<file path="src/rtl/adder_pkg.sv">
// adder_pkg
// Shared definitions for the pipelined adder slice.
//   chunk_w      : width of the slice of the operands handled by one stage.
//   params_legal : legality check for a WIDTH/STAGES pair (WIDTH must split evenly).
//   full_add     : one full-adder cell, returns {carry, sum}.
// Used by pipelined_adder and adder_chunk via import adder_pkg::*.
package adder_pkg;

  function automatic int chunk_w(input int width, input int stages);
    return width / stages;
  endfunction

  function automatic bit params_legal(input int width, input int stages);
    return (width >= 1) && (stages >= 1) && ((width % stages) == 0);
  endfunction

  function automatic logic [1:0] full_add(input logic a, input logic b, input logic c);
    return {(a & b) | (c & (a ^ b)), a ^ b ^ c};
  endfunction

endpackage

</file>
<file path="src/rtl/pipelined_adder_if.sv">
// pipelined_adder_if
// Operand/result handshake bundle for pipelined_adder.
//   a_in, b_in, carry_in, valid_in : operand set from the producer
//   ready_out                      : adder can take an operand set this cycle
//   sum_out, carry_out, valid_out  : registered result towards the consumer
//   ready_in                       : consumer takes the result this cycle
//   sub_in                         : subtract request, only with ADDER_SUBTRACT_EN
// Modports: master = producer/consumer environment, slave = the adder itself.
interface pipelined_adder_if #(
  parameter int WIDTH = 8
);
  logic [WIDTH-1:0] a_in;
  logic [WIDTH-1:0] b_in;
  logic             carry_in;
  logic             valid_in;
  logic             ready_out;
  logic [WIDTH-1:0] sum_out;
  logic             carry_out;
  logic             valid_out;
  logic             ready_in;
`ifdef ADDER_SUBTRACT_EN
  logic             sub_in;

  modport master (
    output a_in, b_in, carry_in, sub_in, valid_in, ready_in,
    input  ready_out, sum_out, carry_out, valid_out
  );

  modport slave (
    input  a_in, b_in, carry_in, sub_in, valid_in, ready_in,
    output ready_out, sum_out, carry_out, valid_out
  );
`else
  modport master (
    output a_in, b_in, carry_in, valid_in, ready_in,
    input  ready_out, sum_out, carry_out, valid_out
  );

  modport slave (
    input  a_in, b_in, carry_in, valid_in, ready_in,
    output ready_out, sum_out, carry_out, valid_out
  );
`endif
endinterface

</file>
<file path="src/rtl/adder_chunk.sv">
// adder_chunk
// Combinational WIDTH-bit ripple-carry adder made of a chain of full-adder cells.
//   a_in, b_in : chunk operands
//   carry_in   : carry into the lowest bit
//   sum_out    : chunk sum
//   carry_out  : carry out of the highest bit
module adder_chunk
  import adder_pkg::*;
#(
  parameter int WIDTH = 4
) (
  input  logic [WIDTH-1:0] a_in,
  input  logic [WIDTH-1:0] b_in,
  input  logic             carry_in,
  output logic [WIDTH-1:0] sum_out,
  output logic             carry_out
);

  logic ripple;

  // The carry is walked through a procedural variable rather than a carry
  // vector so the chain does not form a combinational self-loop on one net.
  always_comb begin
    ripple  = carry_in;
    sum_out = '0;
    for (int i = 0; i < WIDTH; i++) begin
      {ripple, sum_out[i]} = full_add(a_in[i], b_in[i], ripple);
    end
    carry_out = ripple;
  end

endmodule

</file>
<file path="src/rtl/pipelined_adder.sv">
// pipelined_adder
// WIDTH-bit adder split into STAGES equal chunks; each pipeline stage adds one
// chunk and registers its carry for the next stage. Valid/ready on both sides
// with a global stall: the whole pipe advances only when the output slot is
// empty or being taken.
//   clk_in   : clock, rising edge
//   rst_n_in : synchronous active-low reset, clears every stage
//   bus      : pipelined_adder_if.slave (operands in, result out, handshakes)
// Optional feature macro: ADDER_SUBTRACT_EN adds bus.sub_in, turning the
// operation into a_in - b_in (carry_out=1 means no borrow).
module pipelined_adder
  import adder_pkg::*;
#(
  parameter int WIDTH  = 8,
  parameter int STAGES = 2
) (
  input  logic               clk_in,
  input  logic               rst_n_in,
  pipelined_adder_if.slave   bus
);

  localparam int C = chunk_w(WIDTH, STAGES);

  if (!params_legal(WIDTH, STAGES)) begin : g_bad_params
    $error("pipelined_adder: WIDTH must be >= 1 and divisible by STAGES >= 1");
  end

  // One pipeline slot. Full-width a/b are carried so later stages can pick their
  // own chunk; sum fills from the bottom as the set moves down the pipe.
  typedef struct packed {
    logic             valid;
    logic [WIDTH-1:0] a;
    logic [WIDTH-1:0] b;
    logic             carry;
    logic [WIDTH-1:0] sum;
  } stage_t;

  stage_t           stage_q [STAGES];
  stage_t           stage_d [STAGES];
  logic [WIDTH-1:0] chunk_sum;
  logic [STAGES-1:0] chunk_cout;
  logic [WIDTH-1:0] b_first;
  logic             cin_first;
  logic             adv;

`ifdef ADDER_SUBTRACT_EN
  // Subtraction is a + ~b + 1; the inverted b travels down the pipe with its set.
  assign b_first   = bus.sub_in ? ~bus.b_in : bus.b_in;
  assign cin_first = bus.sub_in ? 1'b1      : bus.carry_in;
`else
  assign b_first   = bus.b_in;
  assign cin_first = bus.carry_in;
`endif

  assign adv           = ~stage_q[STAGES-1].valid | bus.ready_in;
  assign bus.ready_out = adv;

  for (genvar k = 0; k < STAGES; k++) begin : g_stage
    logic [C-1:0] op_a;
    logic [C-1:0] op_b;
    logic         op_c;

    if (k == 0) begin : g_first
      assign op_a = bus.a_in[C-1:0];
      assign op_b = b_first[C-1:0];
      assign op_c = cin_first;
    end else begin : g_next
      assign op_a = stage_q[k-1].a[k*C +: C];
      assign op_b = stage_q[k-1].b[k*C +: C];
      assign op_c = stage_q[k-1].carry;
    end

    adder_chunk #(.WIDTH(C)) u_chunk (
      .a_in      (op_a),
      .b_in      (op_b),
      .carry_in  (op_c),
      .sum_out   (chunk_sum[k*C +: C]),
      .carry_out (chunk_cout[k])
    );
  end

  // Next value of every slot: stage 0 takes the fresh operand set, later stages
  // take the slot above them and drop their own chunk result into it.
  always_comb begin
    stage_d[0]            = '0;
    stage_d[0].valid      = bus.valid_in;
    stage_d[0].a          = bus.a_in;
    stage_d[0].b          = b_first;
    stage_d[0].carry      = chunk_cout[0];
    stage_d[0].sum[C-1:0] = chunk_sum[C-1:0];
    for (int k = 1; k < STAGES; k++) begin
      stage_d[k]              = stage_q[k-1];
      stage_d[k].carry        = chunk_cout[k];
      stage_d[k].sum[k*C +: C] = chunk_sum[k*C +: C];
    end
  end

  // Global stall: on adv=0 every slot, bubbles included, keeps its contents.
  always_ff @(posedge clk_in) begin
    if (!rst_n_in) begin
      for (int k = 0; k < STAGES; k++) begin
        stage_q[k] <= '0;
      end
    end else if (adv) begin
      for (int k = 0; k < STAGES; k++) begin
        stage_q[k] <= stage_d[k];
      end
    end
  end

  assign bus.sum_out   = stage_q[STAGES-1].sum;
  assign bus.carry_out = stage_q[STAGES-1].carry;
  assign bus.valid_out = stage_q[STAGES-1].valid;

endmodule

</file>
<file path="src/flat_wrapper.sv">
// flat-port wrapper written by rule: the top's interface ports become plain ports
module pipelined_adder_flat import adder_pkg::*;
#(
  parameter int WIDTH  = 8,
  parameter int STAGES = 2
)
  (clk_in, rst_n_in, bus_a_in, bus_b_in, bus_carry_in, bus_valid_in, bus_ready_in, bus_ready_out, bus_sum_out, bus_carry_out, bus_valid_out);
  pipelined_adder_if #(.WIDTH(WIDTH)) bus_i ();
  input  logic clk_in;
  input  logic rst_n_in;
  input wire logic [$bits(bus_i.a_in)-1:0] bus_a_in;
  input wire logic [$bits(bus_i.b_in)-1:0] bus_b_in;
  input wire logic [$bits(bus_i.carry_in)-1:0] bus_carry_in;
  input wire logic [$bits(bus_i.valid_in)-1:0] bus_valid_in;
  input wire logic [$bits(bus_i.ready_in)-1:0] bus_ready_in;
  output wire logic [$bits(bus_i.ready_out)-1:0] bus_ready_out;
  output wire logic [$bits(bus_i.sum_out)-1:0] bus_sum_out;
  output wire logic [$bits(bus_i.carry_out)-1:0] bus_carry_out;
  output wire logic [$bits(bus_i.valid_out)-1:0] bus_valid_out;
  assign bus_i.a_in = bus_a_in;
  assign bus_i.b_in = bus_b_in;
  assign bus_i.carry_in = bus_carry_in;
  assign bus_i.valid_in = bus_valid_in;
  assign bus_i.ready_in = bus_ready_in;
  assign bus_ready_out = bus_i.ready_out;
  assign bus_sum_out = bus_i.sum_out;
  assign bus_carry_out = bus_i.carry_out;
  assign bus_valid_out = bus_i.valid_out;
  pipelined_adder #(.WIDTH(WIDTH), .STAGES(STAGES)) u_core (.clk_in(clk_in), .rst_n_in(rst_n_in), .bus(bus_i));
endmodule
</file>
<file path="config.mk">
export PLATFORM = sky130hd
export DESIGN_NAME = pipelined_adder_flat
export DESIGN_NICKNAME = d
export VERILOG_FILES = /design/src/rtl/adder_pkg.sv /design/src/rtl/pipelined_adder_if.sv /design/src/rtl/adder_chunk.sv /design/src/rtl/pipelined_adder.sv /design/src/flat_wrapper.sv
export SDC_FILE = /design/constraint.sdc
export NUM_CORES = 1
export LEC_CHECK = 0
export CORE_MARGIN = 4
export CORE_UTILIZATION = 29
export DETAILED_ROUTE_END_ITERATION = 6
export PLACE_DENSITY = 0.63
export SLEW_MARGIN = 10
export SYNTH_ARGS = -nofsm -noshare
export SYNTH_HDL_FRONTEND = slang
export SYNTH_SLANG_ARGS = --single-unit
export TNS_END_PERCENT = 10
</file>
<file path="constraint.sdc">
create_clock -name clk_in -period 2.9 [get_ports clk_in]
set_input_delay 0.29 -clock clk_in [delete_from_list [all_inputs] [get_ports clk_in]]
set_output_delay 0.29 -clock clk_in [all_outputs]
set_load 0.01 [all_outputs]
</file>
## Word-level counts from Yosys, hierarchy flattened

Memory sizes are Yosys's and may differ from the RTL's.
Cells that the tools add are included.

- Multiplexer cells: 6
- Bitwise gates (word level): 44

Operators by type and width:

| operator | number |
|---|---|
| 2-to-1 mux 26 bit | 2 |
| bitwise AND 1 bit | 16 |
| bitwise XOR 1 bit | 16 |
| OR 1 bit | 11 |
| 2-to-1 mux 1 bit | 4 |
| NOT 1 bit | 1 |

- Register bits: 0
- Memory bits (writable): 52
- Output and inout bits: 11
- Logic and storage cells: 51
- Memories kept: 1

Memories:

| memory | words | bits a word | read ports | clocked after Yosys merged registers in | wr ports | line | RTL |
|---|---|---|---|---|---|---|---|
| u_core.stage_q | 2 | 26 | 2 | 0 | 2 | pipelined_adder.sv:38 | `stage_t stage_q [STAGES];` |

## Longest topological paths before layout

An unclocked memory read counts as a cell.

- Depth after elaboration: 11
- Mapped depth: 8
- Depth with buffers taken out: 8

## Modules after synthesis

From an unflattened synthesis, not the netlist that was laid out.

- Cell total of the unflattened synthesis: 82
- Area total of the unflattened synthesis: 1166.1 µm²

Modules (own cells, without submodules):

| module | times used | cells each | area an instance (µm²) | seq. area each (µm²) |
|---|---|---|---|---|
| pipelined_adder | 1 | 54 | 930.9 | 720.7 |
| adder_chunk | 2 | 14 | 117.6 | 0.0 |

## Worst setup path before layout

OpenSTA, ideal clock, no wires.

- Kind: flip-flop to flip-flop
- Start: memory u_core.stage_q[0][8] (netlist bit)
- End: memory u_core.stage_q[0][33] (netlist bit), data pin
- Arrival time: 2.036 ns
- Data required time: 2.740 ns
- Setup slack: 0.705 ns
- Cell stages (with the launch flop): 9
- Path buffers: 0
- Path through: edfxtp_1 -> inv_1 -> fa_1 -> inv_1 -> fa_1 -> fa_1 -> inv_1 -> fa_1 -> nor3b_1

RTL lines:

| item | line |
|---|---|
| start: declaration | pipelined_adder.sv:38 |

==> flow_summary.toml <==
[flow_run]
drv_cap = 0

[drt]
wl_per_cell_um = 11.71
ant_nets = 0
first_pass_iters = 4
drt_iter0_drc = 29
drc = 0
via_per_inst = 4.280
wl_um = 1839
dr_total_vias = 672

[critical_path]
endpoint_kind = "flop"
critPathMaxFanout = 1
crit_type = "reg2reg"
timing.critical_path.required_ps = 3010
r2r_cells = 8
cp.arrival_ps = 2470
start_kind = "flop"

[placement]
portBuffers = 31
routabilityCongestion = 0.6657
place_area_um2 = 1495
place_ws_ps = 261.7
dp_cells = 153
dp_hpwl_um = 1407

[finish]
regArea_um2 = 720.7
finalNetCount = 139
num_antenna_cells = 0
instances_no_fill = 157
largest_register_ffs = 24
final.fill_count = 370
top_register = "u_core.stage_q"
final_cell_mix = "clkdlybuf4s50_1, edfxtp_1, and3_1, inv_1, fa_1"
multi_input_area_um2 = 335.3
stdcell_area_um2 = 1540
layout-drive-gt1-share_pct = 5.505
areaGrowthSynthToFinish_pct = 33.80
layout_commonest_cell = "clkdlybuf4s50_1"
reg.largest.list = "u_core.stage_q (24)"

[global_routing]
gr-total-overflow = 0
antenna_found_initial = 0
grt_pass1_vias = 726
grt_pass1_wl_um = 3146
grt_max_degree = 25
grt_use_total_pct = 7.720

[floorplan]
dieArea_um2 = 5041
fp.dieH_um = 71
fp.dieW_um = 71
start_util_pct = 30.75
core.rowCount = 22
io_pins = 32
coreArea_um2 = 3744

[clocking]
clk_latency_ps = 260
postCtsSetupRepairBufs = 0
clockBufferDepth = 2
cts-buffers-inserted = 3
cts_tree = "yes"
holdBufCountCts = 0
cts_root_buf = "clkbuf_8"
cts_resized = 0
htreeDepth = 1
clk_pin_slew_ps = 80
numClockSinks = 24

[timing]
setup_viol = 0
hold_slack_ps = 553.3
slew_headroom_pct = 38.30
rsz0062_at_grt = "false"
fmaxAchievable_ghz = 0.4230
period_share_pct = 81.52
hold_viol = 0
finalClockSkew_ps = 2.998
drv_slew = 0
finalSetupTns_ps = 0
worst_pin_slew_ps = 923.2
fin_crit_ps = 2364
fin_ws_ps = 536.1

[synthesis]
synthMuxAreaShare_pct = 0
synth_compound_gate_area_share_pct = 0
yosysWarnings = 0
synth_xor_area_share_pct = 0
yosys.area_share.simple_pct = 15.22
syn_area_um2 = 1151
synth_top_family_by_area = "simple AND/OR/NAND/NOR gates"
yosysSeqAreaShare_pct = 62.61
ys_seq_elements = 24
synthAdderAreaFrac_pct = 13.91
synth.net_count = 106
synthCells = 77
ys_types = 11
postSynthAreaPerCell_um2 = 14.95

[min_path]
min_path_type = "reg2reg"
min_path_cells = 1

[pwr]
cellLeakagePower_uw = 0.0006573
power.density_nw_per_um2 = 493.1
ir_drop_mv = 0.1706

[status]
status = "complete, no violations"
cell type report:
type                            instances  area share (%)
Multi-Input combinational cell         34           21.77
Clock inverter                          1          0.2437
Tap cell                               48           3.899
Timing Repair Buffer                   32           20.63
Inverter                               15           3.980
Sequential cell                        24           46.79
Clock buffer                            3           2.681
synth_stat cells:
master / instances / share of area (%)
and3_1: 18 / 9.8
buf_6: 1 / 0.98
buf_8: 1 / 1.3
clkbuf_1: 2 / 0.65
edfxtp_1: 24 / 63
fa_1: 8 / 14
inv_1: 14 / 4.6
inv_6: 1 / 0.76
nand2_1: 1 / 0.33
nor2b_4: 1 / 1.2
nor3b_1: 6 / 3.9
worst max-delay path, stage by stage, from the launching register on:
cell	delay, ps
edfxtp_1	360
inv_1	80
fa_1	170
inv_1	50
fa_1	450
fa_1	380
inv_1	90
fa_1	420
nor3b_1	200
per-layer routing:
layer | part of all wire [%] | up-vias | track usage [%]
li1 | - | 326 | -
met1 | 41 | 315 | 8.700
met3 | 6.9 | 3 | 1.278
met4 | 1.5 | 0 | 3.758
met2 | 51 | 28 | 14.01
met5 | 0 | - | 0
kinds of logic (layout without fill, tap and decap cells):
kind of cell / count (synthesis) / in the layout
adder cells (fa/ha/maj): 8 / 8
buffers and inverters: 19 / 51
AND/OR/NAND/NOR: 26 / 26
flip-flops: 24 / 24
where the power goes:
| group | switching (µW) | total [µW] | internal (µW) |
|---|---|---|---|
| sequential | 8.80 | 430 | 421 |
| combinational | 54.0 | 134 | 79.6 |
| clock | 101 | 196 | 94.6 |
metrics by stage:
step                      utilization [%]  power, µW
after global placement              39.94      566.3
after floorplan                         -      498.6
after detailed placement            39.94      574.4
after CTS                           41.14      765.7
after global routing                41.14      798.7
final                               41.14      759.5
worst paths after layout:
check / slack [ps] / to / from
hold reg to reg: 550 / u_core.stage_q[0][51]$_SDFFCE_PN0P_ / u_core.stage_q[0][25]$_SDFFCE_PN0P_
setup / recovery: 540 / u_core.stage_q[0][33]$_SDFFCE_PN0P_ / u_core.stage_q[0][8]$_SDFFCE_PN0P_
hold / removal: 550 / u_core.stage_q[0][51]$_SDFFCE_PN0P_ / u_core.stage_q[0][25]$_SDFFCE_PN0P_
setup reg to reg: 540 / u_core.stage_q[0][33]$_SDFFCE_PN0P_ / u_core.stage_q[0][8]$_SDFFCE_PN0P_
Note: power is estimated with default switching activity, not from simulation.
